**src/rtl/modexp_arbiter.sv**
```systemverilog
// Round-robin arbiter sharing one modular-exponentiation engine between an
// encrypt and a decrypt requester, with range check and engine timeout.
module modexp_arbiter #(
  parameter int TIMEOUT_CYC = 4096
) (
  input  logic        clk,
  input  logic        rst,
  input  logic        keys_ready,
  input  logic [31:0] n_key,
  input  logic [31:0] e_key,
  input  logic [31:0] d_key,
  input  logic        enc_req,
  input  logic [31:0] enc_data,
  output logic        enc_ack,
  input  logic        dec_req,
  input  logic [31:0] dec_data,
  output logic        dec_ack,
  output logic        eng_start,
  output logic [31:0] eng_base,
  output logic [31:0] eng_exp,
  output logic [31:0] eng_mod,
  input  logic        eng_done,
  input  logic [31:0] eng_result,
  output logic        res_valid,
  output logic [31:0] res_data,
  output logic        res_dec,
  output logic        res_err
);

  localparam int TMR_W = $clog2(TIMEOUT_CYC) + 1;
  localparam logic [TMR_W-1:0] TMR_LAST = TMR_W'(TIMEOUT_CYC - 1);

  localparam logic [1:0] S_IDLE  = 2'd0;
  localparam logic [1:0] S_ISSUE = 2'd1;
  localparam logic [1:0] S_WAIT  = 2'd2;
  localparam logic [1:0] S_DONE  = 2'd3;

  logic [1:0]       r_state;
  logic [TMR_W-1:0] r_timer;
  logic             r_owner;
  logic             r_last_dec;
  logic             r_enc_ack;
  logic             r_dec_ack;
  logic             r_eng_start;
  logic [31:0]      r_eng_base;
  logic [31:0]      r_eng_exp;
  logic [31:0]      r_eng_mod;
  logic             r_res_valid;
  logic [31:0]      r_res_data;
  logic             r_res_dec;
  logic             r_res_err;

  logic             w_grant;
  logic             w_pick_dec;
  logic [31:0]      w_data;

  // On a tie the requester that did not win last time is served.
  assign w_grant    = keys_ready & (enc_req | dec_req);
  assign w_pick_dec = dec_req & (~enc_req | ~r_last_dec);
  assign w_data     = w_pick_dec ? dec_data : enc_data;

  // NOTE: sequential state uses non-blocking assignments only, so every
  // register here samples the pre-edge values of its neighbours.
  always_ff @(posedge clk) begin
    if (rst) begin
      r_state     <= S_IDLE;
      r_timer     <= '0;
      r_owner     <= 1'b0;
      r_last_dec  <= 1'b1;
      r_enc_ack   <= 1'b0;
      r_dec_ack   <= 1'b0;
      r_eng_start <= 1'b0;
      r_eng_base  <= '0;
      r_eng_exp   <= '0;
      r_eng_mod   <= '0;
      r_res_valid <= 1'b0;
      r_res_data  <= '0;
      r_res_dec   <= 1'b0;
      r_res_err   <= 1'b0;
    end else begin
      r_enc_ack   <= 1'b0;
      r_dec_ack   <= 1'b0;
      r_eng_start <= 1'b0;
      r_res_valid <= 1'b0;
      case (r_state)
        S_IDLE: begin
          if (w_grant) begin
            r_owner   <= w_pick_dec;
            r_enc_ack <= ~w_pick_dec;
            r_dec_ack <= w_pick_dec;
            if (w_data >= n_key) begin
              r_state     <= S_DONE;
              r_res_valid <= 1'b1;
              r_res_err   <= 1'b1;
              r_res_data  <= '0;
              r_res_dec   <= w_pick_dec;
            end else begin
              r_state     <= S_ISSUE;
              r_eng_start <= 1'b1;
              r_eng_base  <= w_data;
              r_eng_exp   <= w_pick_dec ? d_key : e_key;
              r_eng_mod   <= n_key;
            end
          end
        end
        S_ISSUE: begin
          r_state <= S_WAIT;
          r_timer <= '0;
        end
        S_WAIT: begin
          // A done arriving on the last timeout cycle still counts as success.
          if (eng_done) begin
            r_state     <= S_DONE;
            r_res_valid <= 1'b1;
            r_res_err   <= 1'b0;
            r_res_data  <= eng_result;
            r_res_dec   <= r_owner;
          end else if (r_timer == TMR_LAST) begin
            r_state     <= S_DONE;
            r_res_valid <= 1'b1;
            r_res_err   <= 1'b1;
            r_res_data  <= '0;
            r_res_dec   <= r_owner;
          end else begin
            r_timer <= r_timer + TMR_W'(1);
          end
        end
        S_DONE: begin
          r_last_dec <= r_owner;
          r_state    <= S_IDLE;
        end
        default: r_state <= S_IDLE;
      endcase
    end
  end

  assign enc_ack   = r_enc_ack;
  assign dec_ack   = r_dec_ack;
  assign eng_start = r_eng_start;
  assign eng_base  = r_eng_base;
  assign eng_exp   = r_eng_exp;
  assign eng_mod   = r_eng_mod;
  assign res_valid = r_res_valid;
  assign res_data  = r_res_data;
  assign res_dec   = r_res_dec;
  assign res_err   = r_res_err;

endmodule

```
**config.mk**
```make
export PLATFORM = sky130hd
export DESIGN_NAME = modexp_arbiter
export DESIGN_NICKNAME = d
export VERILOG_FILES = /design/src/rtl/modexp_arbiter.sv
export SDC_FILE = /design/constraint.sdc
export NUM_CORES = 1
export LEC_CHECK = 0
export ABC_CLOCK_PERIOD_IN_PS = 3650
export BUFFER_PORTS_ARGS = -buffer_cell sky130_fd_sc_hd__buf_2
export CORE_ASPECT_RATIO = 1.2
export CORE_UTILIZATION = 25
export DETAILED_ROUTE_END_ITERATION = 10
export PLACE_DENSITY_LB_ADDON = 0.12
export SYNTH_ARGS = -nofsm -noshare
export SYNTH_HDL_FRONTEND = slang
export SYNTH_SLANG_ARGS = --single-unit
export TNS_END_PERCENT = 50
```
**constraint.sdc**
```tcl
create_clock -name clk -period 3.65 [get_ports clk]
set_input_delay 0.1825 -clock clk [delete_from_list [all_inputs] [get_ports clk]]
set_output_delay 0.1825 -clock clk [all_outputs]
set_load 0.05 [all_outputs]
```
==> flow_summary.toml <==
[grt]
grtUsageTotal = 0.1762
antenna_found_initial = 0
grt_pass1_wl_um = 41580
globalRouteOverflowTotal = 0
grt_max_degree = 70
grt_pass1_vias = 7199

[routing]
wl_um = 27720
ant_nets = 0
drc = 0
drtIter0Drc = 275
vias_per_cell = 4.620
vias = 7461
first_pass_iters = 5
wl_per_cell_um = 17.16

[setup_path]
crit_chain = "a21boi_4, buf_12, buf_4, mux2_2, ha_1, nand4_1, nor2_1, a221oi_1, buf_4, a21oi_1, a311oi_4, buf_12, buf_12, mux2i_1"
cp_slowest_cell = "mux2_2"
end_kind = "register"
r2r-end = "res_data[25]"
cp_top_family = "buffers and inverters"
critical_path_arrival_ns = 3.80
critical_path_class = "register to register"
crit_path_max_fanout = 14
r2r-start = "r_last_dec"
ff2ff_path_depth = 14
regToRegSetupSlack_ns = 0.20
crit_top_cell = "buf_12"
startpoint_type = "register"
slowest_delay_ns = 0.38
cp_num_buf_inv = 5
required_ns = 4.00

[cells_and_area]
diodes = 0
final_common_cell = "buf_2"
finalNonFillerCells = 1615
final_area_um2 = 10830
synthToLayoutAreaGrowth_pct = 44.15
final_nets = 1448
drive_gt1_frac = 0.3665
most-common-layout-cells = "buf_2, dfxtp_1, a21oi_1"

[sta]
post-route-period-util = 0.9464
maxSlewHeadroom = 0.4309
hold_viol_final = 0
rsz0062_at_grt = "false"
fmax_ghz = 0.2895
finalSetupViolations = 0
worst_slew_pin_slew_ns = 0.8321
drv_slew = 0
layout_min_cycle_time_ns = 3.454
skew_ns = 0.009810

[clocking]
cts_max_path_buffers = 2
h-tree-depth = 4
clk_latency_ns = 0.42
clkTransAtPathRegs_ns = 0.06
cts_sinks = 151
cts_buffers = 17
root_buffer = "clkbuf_16"
cts_tree = "done"

[floorplan]
core_region_area_um2 = 29610
dieArea_um2 = 30740
initial_core_util = 0.2536
io_pins = 332
die_h_um = 191.9
die_w_um = 160.2
rows = 69

[logic_synthesis]
async_flop_share = 0
synthCells = 858
synth_edf_count = 0
synthDistinctLibCells = 43
mappedNetlistNets = 1093
synth.yosys.warnings = 0
syn_area_per_cell_um2 = 8.753
yosys_register_bits = 151
ys_seq_area_frac = 0.4025
synth_area_um2 = 7510
synth_ff_type = "dfxtp_1"

[placement]
gp_congestion = 0.7868
dpl.hpwl_um = 19940
portBuffers = 331
postPlaceCellArea_um2 = 9789
placedCellCount = 1545

[outcome]
outcome = "completed"

[worst_hold_path]
min_from = "n_key[30]"
whs_path_depth = 3
hold_path_end = "eng_mod[30]"
hp-class = "input port to register"

[pwr]
p_per_area_nw_per_um2 = 566.6
cellLeakagePower_nw = 4.968
ir_drop_uv = 269.1

[job]
maxCapViolCount = 0
synth_stat cells, types with 9 or more instances:
master | instances | share of area
nor2_1 | 24 | 0.012
buf_1 | 9 | 0.0045
nand4_1 | 9 | 0.0075
nand2b_1 | 35 | 0.029
ha_1 | 37 | 0.062
mux2i_1 | 66 | 0.088
clkbuf_1 | 42 | 0.021
mux2_2 | 34 | 0.051
a21oi_1 | 118 | 0.079
buf_2 | 12 | 0.0080
a211oi_1 | 36 | 0.036
nor3_1 | 67 | 0.045
nand3_1 | 36 | 0.024
o21ai_0 | 40 | 0.027
inv_1 | 36 | 0.018
dfxtp_1 | 151 | 0.40
nand2_1 | 58 | 0.029
worst max-delay path by stage:
stage	endpoint	depth (start not counted)	start	slack [ns]
final	res_data[25]	14	r_last_dec	0.20
after global routing	eng_exp[26]	13	r_last_dec	0.02
after CTS	eng_mod[16]	12	r_last_dec	0.05
after detailed placement	eng_mod[16]	13	enc_req	-0.02
after global placement	res_data[4]	14	enc_req	0.03
after floorplan	eng_base[13]	13	r_last_dec	0.25
sequential cells by signal, indices dropped and copies added, names as in the netlist:
| name | flops |
|---|---|
| enc_ack | 1 |
| eng_exp | 32 |
| r_owner | 1 |
| eng_mod | 32 |
| res_err | 1 |
| r_state | 2 |
| eng_base | 32 |
| res_data | 32 |
| eng_start | 1 |
| dec_ack | 1 |
| r_timer | 13 |
| res_dec | 1 |
| r_last_dec | 1 |
| res_valid | 1 |
final cells by class:
cell class	instances	area, um^2
multi-input cells	600	4089
inverters	36	135.1
clock buffers	19	442.9
clock inverters	12	151.4
fillers	3098	18790
flip-flops and latches	151	3023
well taps	390	488.0
repair buffers	407	2496
metrics by stage:
step           total power, mW  utilization  setup TNS (ns)  setup slack, ns  hold WS [ns]
6_report                 6.134       0.3656               0           0.1956       0.02684
2_1_floorplan            3.601            -               0           0.2516        0.3213
4_1_cts                  6.215       0.3634               0          0.05318     0.0005041
3_3_place_gp             4.311       0.3306               0          0.02890        0.4305
3_5_place_dp             4.314       0.3306        -0.09915         -0.02269        0.4355
5_1_grt                  6.451       0.3656               0          0.01673       0.01015
power by group:
part           internal (mW)  switching (mW)
Combinational          0.764            1.55
Clock                   1.09           0.743
Sequential              1.87           0.119
Total                   3.73            2.41
worst register-to-register path, stage by stage, from the launching register on:
cell      delay [ns]
dfxtp_1         0.34
a21boi_4        0.19
buf_12          0.19
buf_4           0.23
mux2_2          0.38
ha_1            0.31
nand4_1         0.20
nor2_1          0.08
a221oi_1        0.28
buf_4           0.19
a21oi_1         0.11
a311oi_4        0.32
buf_12          0.18
buf_12          0.16
mux2i_1         0.20
layer usage:
metal | global-route usage | vias up | wire length [um] | part of all wire
met3 | 0.04232 | 10 | 1462 | 0.053
met4 | 0.04249 | 0 | 229 | 0.0083
met5 | 0 | - | 0 | 0
met1 | 0.2171 | 3471 | 12330 | 0.44
li1 | - | 3746 | - | -
met2 | 0.3075 | 234 | 13700 | 0.49
timing repair:
action,4_1_cts,5_1_grt
endpoints found under the hold margin,37,0
pin swaps,0,4
endpoints found under the setup margin,13,66
setup buffers,0,1
hold buffers,37,0
gates resized for setup,1,7
cloned,0,1
cells by family (layout without fill, tap and decap cells):
logic type | count (synthesis) | in the layout | synth area share
DFF | 151 | 151 | 0.4025
buffers and inverters | 107 | 474 | 0.06148
and+or+nand+nor | 245 | 245 | 0.1609
xor gates and xnor gates | 8 | 8 | 0.009331
adders and majority gates | 37 | 37 | 0.06165
muxes | 100 | 100 | 0.1390
AOI/OAI and AO/OA | 210 | 210 | 0.1651
No activity file was read; power rests on OpenSTA's default activity.
